## src/rtl/wb_trace_buffer.sv

```systemverilog
// ---------------------------------------------------------------------------
// wb_trace_buffer
//
// Commit trace buffer for the mips pipeline. Every register-file write
// committed in W and every data-memory write committed in M becomes one
// 97-bit record {kind, pc, addr, data}. Records are held in program order in
// a circular FIFO and drained over a valid/ready handshake. Events that find
// no room are dropped and counted.
//
// Ports
//   clk, reset       single clock; synchronous active-low reset
//   grf_we/pc/addr/wdata   register-file write event (kind = 0)
//   dm_we/pc/addr/wdata    data-memory write event   (kind = 1)
//   trace_valid      head record available
//   trace_ready      sink accepts the head record
//   trace_data       head record {kind, pc[31:0], addr[31:0], data[31:0]}
//   overflow         sticky: at least one event dropped since reset
//   drop_cnt         saturating count of dropped events
// ---------------------------------------------------------------------------
module wb_trace_buffer #(
   parameter int DEPTH = 16,
   parameter int CNT_W = 16
) (
   input  logic             clk,
   input  logic             reset,
   input  logic             grf_we,
   input  logic [31:0]      grf_pc,
   input  logic [4:0]       grf_addr,
   input  logic [31:0]      grf_wdata,
   input  logic             dm_we,
   input  logic [31:0]      dm_pc,
   input  logic [31:0]      dm_addr,
   input  logic [31:0]      dm_wdata,
   output logic             trace_valid,
   input  logic             trace_ready,
   output logic [96:0]      trace_data,
   output logic             overflow,
   output logic [CNT_W-1:0] drop_cnt
);

   localparam int AW    = $clog2(DEPTH);
   localparam int REC_W = 97;

   logic [REC_W-1:0] mem [DEPTH];

   logic [AW-1:0]    wp_reg, wp_next;
   logic [AW-1:0]    rp_reg, rp_next;
   logic [AW:0]      cnt_reg, cnt_next;
   logic             overflow_reg, overflow_next;
   logic [CNT_W-1:0] drop_cnt_reg, drop_cnt_next;

   logic             pop;
   logic [AW+1:0]    free;
   logic             push_grf, push_dm;
   logic [1:0]       pushed, dropped;
   logic [CNT_W:0]   drop_sum;
   logic [AW-1:0]    wp_plus1;
   logic             first_we, second_we;
   logic [REC_W-1:0] grf_rec, dm_rec, first_rec;

   assign grf_rec = {1'b0, grf_pc, 27'b0, grf_addr, grf_wdata};
   assign dm_rec  = {1'b1, dm_pc, dm_addr, dm_wdata};

   always_comb begin
      pop  = (cnt_reg != '0) && trace_ready;
      // A slot released by this cycle's pop is reusable by this cycle's push.
      free = (AW+2)'(DEPTH) - (AW+2)'(cnt_reg) + (AW+2)'(pop);

      // GRF is the older instruction, so it claims the first free slot.
      push_grf = grf_we && (free != '0);
      push_dm  = dm_we && ((free > (AW+2)'(1)) || (!grf_we && (free != '0)));

      pushed  = {1'b0, push_grf} + {1'b0, push_dm};
      dropped = {1'b0, grf_we & ~push_grf} + {1'b0, dm_we & ~push_dm};

      // Whichever record is enqueued alone lands at wp; a pair spans wp, wp+1.
      first_we  = push_grf | push_dm;
      first_rec = push_grf ? grf_rec : dm_rec;
      second_we = push_grf & push_dm;
      wp_plus1  = wp_reg + AW'(1);

      wp_next  = wp_reg + AW'(pushed);
      rp_next  = rp_reg + AW'(pop);
      cnt_next = cnt_reg + (AW+1)'(pushed) - (AW+1)'(pop);

      overflow_next = overflow_reg | (dropped != 2'd0);
      drop_sum      = {1'b0, drop_cnt_reg} + (CNT_W+1)'(dropped);
      drop_cnt_next = drop_sum[CNT_W] ? '1 : drop_sum[CNT_W-1:0];
   end

   // Storage is plain array state: never cleared, written only outside reset.
   always_ff @(posedge clk) begin
      if (reset) begin
         if (first_we)
            mem[wp_reg] <= first_rec;
         if (second_we)
            mem[wp_plus1] <= dm_rec;
      end
   end

   always_ff @(posedge clk) begin
      if (!reset) begin
         wp_reg       <= '0;
         rp_reg       <= '0;
         cnt_reg      <= '0;
         overflow_reg <= 1'b0;
         drop_cnt_reg <= '0;
      end else begin
         wp_reg       <= wp_next;
         rp_reg       <= rp_next;
         cnt_reg      <= cnt_next;
         overflow_reg <= overflow_next;
         drop_cnt_reg <= drop_cnt_next;
      end
   end

   assign trace_valid = (cnt_reg != '0);
   assign trace_data  = mem[rp_reg];
   assign overflow    = overflow_reg;
   assign drop_cnt    = drop_cnt_reg;

endmodule
```

## config.mk

```make
export PLATFORM = sky130hd
export DESIGN_NAME = wb_trace_buffer
export DESIGN_NICKNAME = d
export VERILOG_FILES = /design/src/rtl/wb_trace_buffer.sv
export SDC_FILE = /design/constraint.sdc
export NUM_CORES = 2
export LEC_CHECK = 0
export CAP_MARGIN = 20
export CELL_PAD_IN_SITES_DETAIL_PLACEMENT = 1
export CELL_PAD_IN_SITES_GLOBAL_PLACEMENT = 2
export CORE_MARGIN = 3
export CORE_UTILIZATION = 33
export CTS_BUF_LIST = sky130_fd_sc_hd__clkbuf_16
export CTS_CLUSTER_SIZE = 16
export DETAILED_ROUTE_END_ITERATION = 10
export PLACE_DENSITY_LB_ADDON = 0.15
export SETUP_SLACK_MARGIN = 0.4
export SLEW_MARGIN = 20
export SYNTH_ARGS = -nofsm -noshare
export SYNTH_HDL_FRONTEND = slang
export SYNTH_SLANG_ARGS = --single-unit
```

## constraint.sdc

```tcl
create_clock -name clk -period 20.7 [get_ports clk]
set_input_delay 3.105 -clock clk [delete_from_list [all_inputs] [get_ports clk]]
set_output_delay 3.105 -clock clk [all_outputs]
set_load 0.005 [all_outputs]
```

# Word-level counts from Yosys, hierarchy flattened
# Memory sizes are Yosys's and may differ from the RTL's. A register that Yosys moved wholly into a read port is not among the register bits.
# Cells that the tools add are included.
word_totals:
  regBits: 30
  latch_bits: 0
  mem_bits_rw: 1552
  romBits: 0
  inputBits: 170
  output_inout_bits: 115
  elab_cells: 42
  memories: 1
op_classes:
  add_sub_neg: 10
  n_mul: 0
  div: 0
  n_lt_le_gt_ge: 1
  eq_ne: 0
  n_shift: 0
  n_mux: 9
  n_bitwise: 7
  reduce_logical: 9
mem_list:
  columns: ["memory", "depth", "width", "read_ports", "rd_clocked_by_memory_dff", "wr", "line", "source"]
  rows:
  - ["mem", 16, 97, 1, 1, 2, "44", "logic [REC_W-1:0] mem [DEPTH];"]
ops:
  columns: ["op", "n"]
  rows:
  - ["97-bit two-way mux", 1]
  - ["16-bit by 2-bit adder with 17-bit output", 1]
  - ["16-bit two-way mux", 1]
  - ["6-bit by 1-bit adder with 6-bit output", 1]
  - ["6-bit by 1-bit greater-than comparator with 1-bit output (second input constant)", 1]
  - ["1-bit two-way mux", 6]
  - ["6-bit nonzero test", 1]
  - ["5-bit by 5-bit subtractor with 6-bit output (first input constant)", 1]
  - ["5-bit by 2-bit adder with 5-bit output", 1]
  - ["5-bit nonzero test", 1]
  - ["5-bit by 1-bit subtractor with 5-bit output", 1]
  - ["1-bit by 1-bit adder with 2-bit output", 2]
  - ["4-bit by 1-bit adder with 4-bit output", 1]
  - ["4-bit by 1-bit adder with 4-bit output (second input constant)", 1]
  - ["4-bit by 2-bit adder with 4-bit output", 1]
  - ["1-bit logical AND", 4]
  - ["4-bit two-way mux", 1]
  - ["1-bit AND", 3]
  - ["1-bit inverter", 2]
  - ["1-bit bitwise OR", 2]
  - ["2-bit nonzero test", 1]
  - ["1-bit logical NOT", 1]
  - ["1-bit logical OR", 1]

# Depth between registers and ports, before layout
depth:
  word_depth: 12
  mapped_depth: 26
  depth_no_buf: 24

# Least setup slack after synthesis
# OpenSTA, ideal clock, no wires.
synth_timing:
  kind: "in2reg"
  start: "in trace_ready"
  end: "mem mem[12][0] (enable)"
  setup_time_ns: 0.686
  arrival_time_ns: 12.152
  t_required_ns: 20.014
  slack_ns: 7.862
  stages: 14
  cell_sequence: "nand2_1 -> ha_1 -> inv_1 -> ha_1 -> and4b_1 -> a21oi_1 -> or4b_1 -> buf_2 -> buf_6 -> buf_6 -> and2_1 -> ha_1 -> nand4_1 -> o21ai_0"
synth_rtl:
  columns: ["element", "line", "source"]
  rows:
  - ["start: declaration", "35", "input logic trace_ready,"]
  - ["end: declaration", "44", null]

==> metrics.yaml <==
finalClockSkew_ps: 22.19
yosysWarnings: 0
post_dp_cell_area_sq_um: 80770
cts.htree.levels: 4
worst_ir_drop_vdd_mv: 0.08120
rr_worst_depth: 20
post_cts.resized_instances: 0
worstHoldEndpoint: "overflow"
cp_slowest_stage_delay_ps: 920
timing.critical_path.required_ps: 17590
instances_no_fill: 7772
fmaxAchievable_mhz: 110.0
num-nets-final: 4790
met1_length_microns: 126600
row_count: 175
start_util: 0.3331
fin_crit_sh: 0.4393
postSynth.topFlopCell: "sky130_fd_sc_hd__edfxtp_1"
share_of_cells_above_drive_strength_1: 0.1917
path_clk_slew_ps: 60
clock_root_buffer: "sky130_fd_sc_hd__clkbuf_16"
worstPathCellList: "buf_12 -> buf_4 -> buf_4 -> mux4_2 -> mux4_2 -> clkdlybuf4s50_1"
port-buffer-count: 284
clockBufferDepth: 3
yosysTopAreaCellShare: 0.6069
top_signal_layer_used: "met5"
crit_path_kind: "reg2out"
ant_nets: 0
synth_commonest_cells: "sky130_fd_sc_hd__edfxtp_1, sky130_fd_sc_hd__o2bb2ai_1, sky130_fd_sc_hd__mux4_2"
unrepaired_setup_endpoints_after_global_routing: "no"
routed-wl-met3_microns: 18500
worst_path_max_delay_cell: "sky130_fd_sc_hd__dfxtp_4"
p_per_area_nw_per_um2: 106.8
ys_top_cells_by_area: "sky130_fd_sc_hd__edfxtp_1, sky130_fd_sc_hd__mux4_2, sky130_fd_sc_hd__o2bb2ai_1, sky130_fd_sc_hd__and2_1, sky130_fd_sc_hd__clkbuf_1"
tns_ps: 0
grt_pass1_vias: 49591
drcViolationCount: 0
dp.final_hpwl_microns: 152400
static_power_due_to_leakage_uw: 0.02711
detail_route.vias_per_cell: 6.088
gp_routability_congestion: 0.7526
grt_pass1_wl_microns: 407900
postSynthNetCount: 4851
fp.dieH_microns: 485.9
synthDistinctLibCells: 56
postLayoutCellArea_sq_um: 86630
r2r_setup_slack_ps: 13260
met2RoutedLength_microns: 138800
critPathBufInv: 4
area_of_the_die_sq_um: 236100
grt_use_total: 0.2434
crit_arrival_ps: 5990
synth.largest_area_cell: "sky130_fd_sc_hd__edfxtp_1"
wirelength_microns: 291200
worst_hold_path.num_cells: 2
timing.max_cap.violations: 0
final_worst_path_period_need_ps: 9095
first_pass_iters: 7
report.final.slew_viol_count: 0
horizontal_die_dimension_microns: 485.9
report.final.setup_viol: 0
avgRoutedWirePerCell_microns: 37.47
critical_path.startpoint_type: "flop"
syn-mean-instance-area_sq_um: 16.32
timing.slew.headroom: 0.2078
area_delta_synth_final_pct: 13.99
clock_sink_count: 1582
antenna_found_initial: 24
core_area_sq_um: 228200
clock_tree_from_tritoncts: "yes"
largest_register_ffs: 1552
synth.yosys.seq_area_share: 0.6190
reg2reg_to: "mem[1][77]"
grt_start_max_net_pins: 119
critical_path_sink_type: "primary output"
synth_area_sq_um: 76000
launch_point_of_the_worst_reg_to_reg_path: "cnt_reg[2]"
synth_enable_flop_cells: 1536
finalHoldViolations: 0
pin_count: 285
path_max_fanout: 91
synthesis.instances: 4658
hold_path.startpoint: "overflow"
number_of_buffers_created_by_cts: 184
critical_path.top_delay_family: "buffers and inverters"
worstHoldPathType: "reg2reg"
clock_latency_ps: 840
yosysMostFrequentCell: "sky130_fd_sc_hd__edfxtp_1"
detailroute.via_count: 47315
whs_ps: 459.6
run_status: "complete, no violations"
yosys_register_bits: 1582
first_iter_violations: 5176
cts_post_setup_buffers_inserted: 0
post-route-util: 0.3797
dp.cells: 7420
cts.hold.buffers_added: 0
worst_margin_pin_slew_ps: 1188
globalRouteOverflowTotal: 0
ys_async_sr_fraction: 0
## worst max path at each step
| stage | startpoint | end | slack [ps] | depth (start not counted) |
|---|---|---|---|---|
| floorplan | trace_ready | mem[12][0] | 7860 | 14 |
| global placement | trace_ready | mem[10][78] | 10980 | 15 |
| detailed placement | trace_ready | mem[0][22] | 11180 | 14 |
| CTS | rp_reg[0] | trace_data[66] | 11360 | 6 |
| global route | rp_reg[0] | trace_data[66] | 11130 | 6 |
| finish | rp_reg[0] | trace_data[66] | 11610 | 6 |
## metal layers
metal	up-vias	track usage
met2	1896	0.3966
met1	25999	0.3395
met3	409	0.03927
li1	18997	-
met5	-	0
met4	14	0.06119
## cells in the final DEF, fill, tap and decap left out, drive strengths merged, types with 3 or more instances in the layout
cell type,n
a211oi,5
a21o,20
a21oi,19
a221oi,8
a31oi,5
a32o,8
and2,447
and3,3
buf,123
bufinv,12
clkbuf,189
clkdlybuf4s50,283
clkinv,82
clkinvlp,3
dfxtp,46
diode,11
edfxtp,1536
fa,3
ha,20
inv,77
mux4,485
nand2,107
nand2b,6
nand3,18
nand4,3
nor2,52
nor2b,6
nor3,21
nor3b,3
nor4b,3
o21ai,36
o2bb2ai,1078
or3,5
or4b,4
xnor2,10
xor2,6
## kinds of logic after synthesis
group	Yosys count	share of synthesized area
flip-flops	1582	0.6190
multiplexers	486	0.1439
adder cells (fa/ha/maj)	23	0.004083
buffers and inverters	675	0.04299
XOR/XNOR	16	0.001844
AO/OA/AOI/OAI	1187	0.1359
AND/OR/NAND/NOR	689	0.05229
## cell type report
type,instances,area (sq um)
fill,22537,141500
sequential,1582,47060
multi-input combinational,2401,26000
clock buffer,189,4730
timing repair buffer,406,3866
tap,3009,3765
clock inverter,152,1101
inverter,22,82.58
antenna,11,27.53
## power breakdown
part	total [uW]	leakage, uW	switching [uW]	internal [uW]
clock network	3210	0.00303	1410	1800
logic	2210	0.00820	1270	936
registers	3830	0.0159	92.9	3740
total	9250	0.0271	2780	6470
## through the flow
stage / setup slack [ps] / power (uW)
floorplan: 7862 / 5176
detailed placement: 11180 / 6138
global placement: 10980 / 6122
global route: 11130 / 9582
CTS: 11360 / 9353
finish: 11610 / 9250
## tightest hold or removal path: cells and delay by family (launching register included)
kind	cells	cell delay [ps]
compound gates	1	50
buf+inv	1	50
flops	1	310
(Power assumes the default switching activity.)
